## config.mk

```make
export PLATFORM = sky130hd
export DESIGN_NAME = line_mem_slave
export DESIGN_NICKNAME = d
export VERILOG_FILES = /design/src/rtl/line_mem_slave.sv
export SDC_FILE = /design/constraint.sdc
export NUM_CORES = 2
export LEC_CHECK = 0
export CAP_MARGIN = 0
export CORE_AREA = 2 2 506 508
export CTS_CLUSTER_SIZE = 8
export DETAILED_ROUTE_END_ITERATION = 8
export DIE_AREA = 0 0 508 510
export DONT_BUFFER_PORTS = 1
export PLACE_DENSITY = 0.33
export SYNTH_ARGS = -nofsm -noshare
export SYNTH_HDL_FRONTEND = slang
export SYNTH_SLANG_ARGS = --single-unit
```

## constraint.sdc

```tcl
create_clock -name clk -period 6.3 [get_ports clk]
set_input_delay 1.26 -clock clk [delete_from_list [all_inputs] [get_ports clk]]
set_output_delay 1.26 -clock clk [all_outputs]
set_load 0.01 [all_outputs]
```

## src/rtl/line_mem_slave.sv

```systemverilog
// line_mem_slave: Wishbone line slave that splits a 512-bit line access into
// eight 64-bit memory beats.
//   clk, rst_n              : clock (rising edge), async active-low reset
//   ws_addr/ws_din/ws_dm    : line address, write data, per-byte write enables
//   ws_cyc/ws_stb/ws_we     : Wishbone cycle, strobe, write-enable
//   ws_ack/ws_dout          : one-cycle acknowledge, read line data
//   mem_req/mem_we/mem_addr : beat request, type (1 = write), beat address
//   mem_wdata/mem_wmask     : write beat data and byte mask
//   mem_gnt                 : request accepted when mem_req && mem_gnt
//   mem_rvalid/mem_rdata    : in-order read returns
module line_mem_slave #(
    parameter bit SKIP_EMPTY_BEATS = 1'b1
) (
    input  logic         clk,
    input  logic         rst_n,
    input  logic [31:0]  ws_addr,
    input  logic [511:0] ws_din,
    input  logic [63:0]  ws_dm,
    input  logic         ws_cyc,
    input  logic         ws_stb,
    input  logic         ws_we,
    output logic         ws_ack,
    output logic [511:0] ws_dout,
    output logic         mem_req,
    output logic         mem_we,
    output logic [31:0]  mem_addr,
    output logic [63:0]  mem_wdata,
    output logic [7:0]   mem_wmask,
    input  logic         mem_gnt,
    input  logic         mem_rvalid,
    input  logic [63:0]  mem_rdata
);

    typedef enum logic [2:0] {IDLE, WRITE, READ, ACK, DRAIN} state_t;

    state_t       state, stateNext;
    logic [25:0]  lineQ;
    logic [511:0] dinQ;
    logic [63:0]  dmQ;
    logic [2:0]   beatIdx, beatNext;
    logic [3:0]   rtnCnt, rtnNext;
    logic [3:0]   outCnt, outNext;
    logic         reqNext, weNext;
    logic [31:0]  addrNext;
    logic [63:0]  wdataNext;
    logic [7:0]   wmaskNext;
    logic         storeBeat, accept, readGnt, rtnOk;
    logic         present, presentWe;
    logic [2:0]   presentBeat;
    logic [3:0]   found;
    logic [25:0]  lineSel;
    logic [511:0] dinSel;
    logic [63:0]  dmSel;
    logic         unused;

    assign unused = ^ws_addr[5:0];

    // Lowest beat index >= start that must be issued; 8 means none left.
    function automatic logic [3:0] findBeat(input logic [63:0] mask, input logic [3:0] start);
        logic [3:0] idx;
        idx = 4'd8;
        for (int k = 7; k >= 0; k--) begin
            if (4'(k) >= start && (!SKIP_EMPTY_BEATS || mask[8*k +: 8] != 8'h00))
                idx = 4'(k);
        end
        return idx;
    endfunction

    // In IDLE the first beat is built from the live inputs, later beats from the latched copy.
    assign lineSel = (state == IDLE) ? ws_addr[31:6] : lineQ;
    assign dinSel  = (state == IDLE) ? ws_din : dinQ;
    assign dmSel   = (state == IDLE) ? ws_dm : dmQ;

    assign accept  = (state == IDLE) && ws_cyc && ws_stb;
    assign readGnt = mem_req && mem_gnt && !mem_we;
    assign rtnOk   = mem_rvalid && (outCnt != 4'd0);

    // Outstanding reads: grant and return in the same cycle cancel out.
    always_comb begin
        outNext = outCnt;
        case ({readGnt, rtnOk})
            2'b10:   outNext = outCnt + 4'd1;
            2'b01:   outNext = outCnt - 4'd1;
            default: outNext = outCnt;
        endcase
    end

    // State register.
    always_ff @(posedge clk or negedge rst_n) begin
        if (!rst_n) state <= IDLE;
        else        state <= stateNext;
    end

    // Next state and next values of the registered request outputs.
    always_comb begin
        stateNext   = state;
        reqNext     = mem_req;
        weNext      = mem_we;
        addrNext    = mem_addr;
        wdataNext   = mem_wdata;
        wmaskNext   = mem_wmask;
        beatNext    = beatIdx;
        rtnNext     = rtnCnt;
        storeBeat   = 1'b0;
        present     = 1'b0;
        presentWe   = 1'b0;
        presentBeat = 3'd0;
        found       = 4'd8;
        case (state)
            IDLE: begin
                if (ws_cyc && ws_stb) begin
                    beatNext = 3'd0;
                    rtnNext  = 4'd0;
                    if (ws_we) begin
                        found = findBeat(ws_dm, 4'd0);
                        if (found[3]) begin
                            stateNext = ACK;
                        end else begin
                            stateNext   = WRITE;
                            present     = 1'b1;
                            presentWe   = 1'b1;
                            presentBeat = found[2:0];
                        end
                    end else begin
                        stateNext   = READ;
                        present     = 1'b1;
                        presentBeat = 3'd0;
                    end
                end
            end
            WRITE: begin
                if (!ws_cyc) begin
                    reqNext   = 1'b0;
                    stateNext = (outNext != 4'd0) ? DRAIN : IDLE;
                end else if (mem_req && mem_gnt) begin
                    // Empty beats are skipped in the same cycle as the grant.
                    found = findBeat(dmQ, {1'b0, beatIdx} + 4'd1);
                    if (found[3]) begin
                        reqNext   = 1'b0;
                        stateNext = ACK;
                    end else begin
                        present     = 1'b1;
                        presentWe   = 1'b1;
                        presentBeat = found[2:0];
                    end
                end
            end
            READ: begin
                if (!ws_cyc) begin
                    reqNext   = 1'b0;
                    stateNext = (outNext != 4'd0) ? DRAIN : IDLE;
                end else begin
                    if (mem_req && mem_gnt) begin
                        if (beatIdx == 3'd7) begin
                            reqNext = 1'b0;
                        end else begin
                            present     = 1'b1;
                            presentBeat = beatIdx + 3'd1;
                        end
                    end
                    if (rtnOk) begin
                        storeBeat = 1'b1;
                        rtnNext   = rtnCnt + 4'd1;
                        if (rtnCnt == 4'd7) begin
                            stateNext = ACK;
                            present   = 1'b0;
                            reqNext   = 1'b0;
                        end
                    end
                end
            end
            ACK:     stateNext = IDLE;
            DRAIN:   if (outNext == 4'd0) stateNext = IDLE;
            default: stateNext = IDLE;
        endcase
        if (present) begin
            reqNext   = 1'b1;
            weNext    = presentWe;
            beatNext  = presentBeat;
            addrNext  = {lineSel, presentBeat, 3'b000};
            wdataNext = presentWe ? dinSel[{presentBeat, 6'b0} +: 64] : 64'd0;
            wmaskNext = presentWe ? dmSel[{presentBeat, 3'b0} +: 8] : 8'd0;
        end
        if (!reqNext) begin
            weNext    = 1'b0;
            wmaskNext = 8'd0;
        end
    end

    // Registered outputs, latched request and counters.
    always_ff @(posedge clk or negedge rst_n) begin
        if (!rst_n) begin
            ws_ack    <= 1'b0;
            ws_dout   <= '0;
            mem_req   <= 1'b0;
            mem_we    <= 1'b0;
            mem_addr  <= '0;
            mem_wdata <= '0;
            mem_wmask <= '0;
            lineQ     <= '0;
            dinQ      <= '0;
            dmQ       <= '0;
            beatIdx   <= '0;
            rtnCnt    <= '0;
            outCnt    <= '0;
        end else begin
            ws_ack    <= (stateNext == ACK);
            mem_req   <= reqNext;
            mem_we    <= weNext;
            mem_addr  <= addrNext;
            mem_wdata <= wdataNext;
            mem_wmask <= wmaskNext;
            beatIdx   <= beatNext;
            rtnCnt    <= rtnNext;
            outCnt    <= outNext;
            if (accept) begin
                lineQ <= ws_addr[31:6];
                dinQ  <= ws_din;
                dmQ   <= ws_dm;
            end
            if (storeBeat) ws_dout[{rtnCnt[2:0], 6'b0} +: 64] <= mem_rdata;
        end
    end

endmodule

```

After elaboration in Yosys (flattened, before gate mapping)
Index checks and enable logic that the tools add are counted.
{ "op_classes": {"n_addsub": 6, "order_cmp": 8, "n_eq_ne": 12, "shift": 4, "muxes": 90, "n_reduce_logical": 40} }
{ "op_table": {"columns": ["op", "n"], "rows": [
  ["512-bit bitwise mux", 1],
  ["512-bit two-way mux", 1],
  ["64-bit by 11-bit variable shift with 512-bit output (first input constant)", 1],
  ["512-bit by 10-bit variable part select with 64-bit output", 1],
  ["64-bit by 11-bit variable part select with 512-bit output", 1],
  ["64-bit two-way mux", 2],
  ["8-bit nonzero test", 16],
  ["4-bit two-way mux", 25],
  ["3-bit two-way mux", 22],
  ["64-bit by 7-bit variable part select with 8-bit output", 1],
  ["1-bit two-way mux", 27],
  ["26-bit two-way mux", 1],
  ["8-bit two-way mux", 3],
  ["3-bit by 4-bit >= comparator with 1-bit output (first input constant)", 4],
  ["4-bit one-hot mux with 2 select lines", 2],
  ["1-bit logical AND", 14],
  ["3-bit one-hot mux with 4 select lines", 1],
  ["9-bit negator with 11-bit output", 1],
  ["3-bit one-hot mux with 3 select lines", 1],
  ["4-bit by 1-bit adder with 4-bit output (second input constant)", 2],
  ["1-bit by 4-bit >= comparator with 1-bit output (first input constant)", 2],
  ["2-bit by 4-bit >= comparator with 1-bit output (first input constant)", 2],
  ["4-bit nonzero test", 2],
  ["3-bit by 2-bit equality test with 1-bit output (second input constant)", 2],
  ["19 further kinds", 25]
]} }
{ "word_totals": {"ff_bits": 1232, "output_inout_bits": 619, "word_cells": 174} }

Depth between registers and ports, before layout
{ "depth": {"word_depth": 22, "ltp_mapped": 14, "ltp_nobuf": 11} }

Worst setup path before layout
Ideal clock, no wire load.
{ "synth_timing": {"path_kind": "in2reg", "start": "input port ws_dm[53]", "end": "register mem_wdata[62]", "arrival_time_ns": 3.860, "path_slack_ns": 2.319, "path_stages": 10, "n_path_buf": 2, "path_cell_list": "or4_1 a211oi_1 o2111ai_1 a2111o_2 buf_6 buf_6 and3_1 a2111oi_2 a221oi_1 a32o_1"} }
{ "synth_via": {"elab_chain_len": 17, "word_cells_on_any_way": 24, "cone_classes": "shift: 1; mux: 22; reduce/logical: 1"} }
{ "synth_rtl": {"columns": ["item", "line_no", "rtl"], "rows": [
  ["start: declaration", "18", "input logic [63:0] ws_dm,"],
  ["8-bit nonzero test (*)", "63", "if (4'(k) >= start && (!SKIP_EMPTY_BEATS || mask[8*k +: 8] != 8'h00))"],
  ["4-bit two-way mux (*) (7 in a row)", "63", null],
  ["4-bit two-way mux (*)", "114", "if (ws_we) begin"],
  ["4-bit two-way mux (*)", "111", "if (ws_cyc && ws_stb) begin"],
  ["4-bit two-way mux (*)", "109", "case (state)"],
  ["3-bit two-way mux", "116", "if (found[3]) begin"],
  ["3-bit two-way mux", "114", null],
  ["3-bit two-way mux", "111", null],
  ["3-bit one-hot mux with 3 select lines", "109", null],
  ["512-bit by 10-bit variable part select with 64-bit output", "181", "wdataNext = presentWe ? dinSel[{presentBeat, 6'b0} +: 64] : 64'd0;"],
  ["64-bit two-way mux", "181", null],
  ["end signal: assignment", "211", "mem_wdata <= wdataNext;"],
  ["end: declaration", "27", "output logic [63:0] mem_wdata,"]
]} }
Every way passes the cells marked *; elsewhere a longest branch is shown, timed or not. The select of a mux whose other input is x is not followed.
A chain may end at the register's enable or synchronous reset.

Worst setup path after layout
{ "layout_timing": {"start": "register beatIdx[0]", "end": "register mem_wdata[11]"} }
{ "layout_via": {"elab_chain_len": 20, "word_cells_on_any_way": 49, "cone_classes": "add/sub: 2; order compare: 8; eq/ne: 1; shift: 1; mux: 29; reduce/logical: 8"} }
{ "layout_rtl": {"columns": ["item", "line_no", "rtl"], "rows": [
  ["start: declaration", "40", "logic [2:0] beatIdx, beatNext;"],
  ["start signal: assignment", "213", "beatIdx <= beatNext;"],
  ["3-bit by 1-bit adder with 4-bit output", "137", "found = findBeat(dmQ, {1'b0, beatIdx} + 4'd1);"],
  ["3-bit by 4-bit >= comparator with 1-bit output", "63", null],
  ["1-bit logical AND", "63", null],
  ["4-bit two-way mux (8 in a row)", "63", null],
  ["4-bit two-way mux", "135", "end else if (mem_req && mem_gnt) begin"],
  ["4-bit two-way mux", "132", "if (!ws_cyc) begin"],
  ["4-bit two-way mux", "109", null],
  ["3-bit two-way mux", "138", "if (found[3]) begin"],
  ["3-bit two-way mux", "135", null],
  ["3-bit two-way mux", "132", null],
  ["3-bit one-hot mux with 3 select lines", "109", null],
  ["512-bit by 10-bit variable part select with 64-bit output", "181", null],
  ["64-bit two-way mux", "181", null]
]} }
Several ways; a longest one is shown, not always the timed one. The select of a mux whose other input is x is not followed.

==> summary.md <==
| Metric | Value |
|---|---|
| Status | `completed` |
| P_leak | `just over 30 nW` |
| Post-synthesis register bit count | `~1200` |
| Synth Area per Inst | `between 9 and 10 sq um` |
| Crit path max fanout | `37` |
| # resized after CTS | `0` |
| WS Path Type | `flop to flop` |
| Net count, final | `between 6000 and 7000` |
| Worst R2R Path Depth | `12` |
| Max clock buf depth | `3` |
| Drt total wl | `between 200000 and 300000 um` |
| CP Cell Sequence | `ha_1 > ha_1 > a31oi_1 > o21a_1 > a21oi_1 > o211ai_1 > nand2b_4 > buf_12 > a211oi_1 > o41ai_2 > buf_4 > a32o_1` |
| Worst vdd ir | `about 290 uV` |
| Worst-skew pair later-pin latency | `0.89 ns` |
| PwrDens | `between 400 and 500 nW/um^2` |
| Slew @ Worst Pin | `between 1 and 1.5 ns` |
| Setup TNS | `0 ns` |
| Initial Util | `22.2%` |
| FFs w/ async S/R, synth | `between 90% and 100%` |
| Worst Setup SP | `beatIdx[0]` |
| Via density | `just under 5` |
| Synth cell types | `63` |
| Remaining DRCs | `0` |
| Final setup viols | `0` |
| Post-Place Cells | `approximately 9000` |
| Min-Delay Path Class | `input port to async pin` |
| Crit path required time | `about 7.0 ns` |
| R2R setup slack | `between 1 and 1.5 ns` |
| Multi-input gate area | `about 24000 sq um` |
| # rows | `185` |
| Number of enable flip-flop cells after synthesis | `0` |
| Global Route Usage Sum | `approximately 22%` |
| Largest net degree at the start of global routing | `between 150 and 200` |
| Leading cell type in the layout, fill and taps excluded | `nand2_1` |
| DR WL/cell | `31.6 um` |
| Clock skew | `slightly above 0.1 ns` |
| Clock-pin slew on the worst setup and hold paths | `around 0.06 ns` |
| Drt pass-1 iters | `5` |
| Delay-heaviest family, CP | `compound AO/OA/AOI/OAI gates` |
| Layout cells sized above 1 | `between 10 and 15%` |
| Vias in the first global route | `~45000` |
| Sequential share of the synthesized area | `about 55%` |
| Number of fill cells | `between 20000 and 30000` |
| Most frequent cells in the layout | `nand2_1 (2114), dfrtp_1 (1231), mux2_2 (386)` |
| Postcts setup bufs | `0` |
| Cell area after layout | `around 66000 sq um` |
| Cell count after synthesis | `around 5800` |
| Seq. cell area | `30800 sq um` |
| Most used cell along the critical path | `ha_1` |
| H-Tree Depth | `4` |
| Type of origin of the critical path | `flop` |
| Clock sink count | `around 1200` |
| Max stage delay on crit path | `around 0.88 ns` |
| Slowest cell on crit path | `o211ai_1` |
| Top Ports | `approximately 1300` |
| Critical register-to-register path endpoint | `mem_wdata[11]` |
| Global-route wire length before repair | `roughly 390000 um` |
| Num CTS Buffers | `176` |
| Critical Path AT | `about 6 ns` |
| Final hold viol count | `0` |
| CTS tree | `done` |
| DP HPWL | `~200000 um` |
| Drt initial violations | `between 3000 and 4000` |
| Crit path time final | `~5.2 ns` |
| RSZ-0062 raised after global routing | `no` |
| F_max | `~190 MHz` |
| # port buffers | `0` |
| Warnings from Yosys | `0` |
| Max-cap violations | `0` |
| Post-synth top flop | `dfrtp_1` |
| Antenna Violating Nets Remaining | `0` |
| Slew HR | `10.8%` |
| Placed inst area | `60700 sq um` |
| Final worst-path cycle share | `between 80% and 90%` |
| Initial antenna violation count | `32` |
| Non-filler cells, final | `between 9000 and 10000` |
| Crit. End Element | `flop` |
| R2R Path Start | `beatIdx[0]` |
| P&R area growth vs syn | `16.9%` |
| Fin. max-slew vios | `0` |
| CP bufs+invs | `2` |
| Via count | `around 45000` |
| DIE HEIGHT | `~510 um` |
| Mapped cell area | `about 56000 sq um` |
| Hold buffer count at cts | `0` |
| Die area | `around 260000 sq um` |
| Total global routing overflow | `0` |
| Die X | `approximately 500 um` |
| GP Congestion | `around 0.84` |
| Root Driver | `clkbuf_16` |
| Core ar. | `253000 sq um` |
## logic make-up (layout without fill, tap and decap cells)
family | count (synthesis) | after routing | synth area share [%]
compound gates | 925 | 925 | 11.8
fa+ha+maj | 12 | 12 | 0.280
other cells | 1 | 43 | 0.00666
mux | 496 | 496 | 9.74
xor+xnor | 6 | 6 | 0.0934
flops | 1232 | 1232 | 54.8
simple gates | 2677 | 2677 | 19.9
buf+inv | 477 | 390 | 3.42
## worst register-to-register path, delay by kind of cell (launching register included)
kind,cells,cell delay (ns)
AND/OR/NAND/NOR,1,0.78
adder cells (fa/ha/maj),2,0.64
AO/OA/AOI/OAI,7,2.63
buffers and inverters,2,0.59
flip-flops,1,0.52
## routing by layer
metal / up-vias / part of all wire [%] / global-route usage [%]
met4: 26 / 3.9 / 8.16
li1: 20000 / - / -
met5: - / 0.069 / 0
met1: 23400 / 37 / 23.7
met2: 1668 / 50 / 37.4
met3: 357 / 9.4 / 8.34
## sequential cells by signal (all words and copies together), names as in the netlist
signal,flops
dinQ,512
ws_dout,512
dmQ,64
mem_wdata,64
mem_addr,29
lineQ,26
mem_wmask,8
outCnt,4
rtnCnt,4
beatIdx,3
state,3
mem_req,1
mem_we,1
ws_ack,1
## report_power, final
part / switching [W] / internal (W)
combinational: 0.00461 / 0.00259
clock: 0.00395 / 0.00513
sequential: 0.00192 / 0.0103
## worst max path at each step
stage          depth (start not counted)            end  slack [ns]
2_1_floorplan                         10  mem_wdata[62]        2.32
3_5_place_dp                          10  mem_wdata[11]        0.50
6_report                              12  mem_wdata[11]        1.06
3_3_place_gp                          10  mem_wdata[11]        0.48
5_1_grt                               12  mem_wdata[11]        0.91
4_1_cts                               12  mem_wdata[11]        0.96
## through the flow
| stage | power, W | hold slack, ns | utilization [%] | setup slack [ns] |
|---|---|---|---|---|
| final | 0.0285 | 0.385 | 26.0 | 1.06 |
| after global routing | 0.0302 | 0.381 | 25.9 | 0.908 |
| after CTS | 0.0291 | 0.377 | 25.9 | 0.956 |
| after detailed placement | 0.0197 | 0.453 | 23.9 | 0.496 |
| after global placement | 0.0196 | 0.451 | 23.9 | 0.477 |
| after floorplan | 0.0160 | 0.437 | - | 2.32 |
## layout make-up
cell class	instances	area share (%)
sequential	1232	46.8
multi-input combinational	4119	36.4
clock buffer	202	6.92
tap	3366	6.40
timing repair buffer	157	2.43
clock inverter	18	0.745
antenna	40	0.152
inverter	13	0.0741
## cell usage after synthesis, types with 11 or more instances
cell	number	share of area (%)
dfrtp_1	1232	55
o41ai_1	29	0.45
a31oi_1	45	0.50
mux2_1	26	0.52
nand2_1	2118	14
o31ai_1	87	1.2
nand4_1	35	0.39
a32o_1	68	1.2
or4_1	14	0.19
clkbuf_1	364	2.4
ha_1	11	0.24
mux2i_1	84	1.5
nor4_1	28	0.31
a211oi_1	212	2.8
nand3_1	203	1.8
o21ai_0	170	1.5
nor2_1	20	0.13
o22ai_1	82	0.91
buf_2	52	0.46
inv_1	13	0.087
a221oi_1	101	1.6
and3_1	214	2.4
buf_1	33	0.22
a21oi_1	58	0.52
a22oi_1	37	0.49
mux2_2	386	7.7
(Power assumes the default switching activity.)
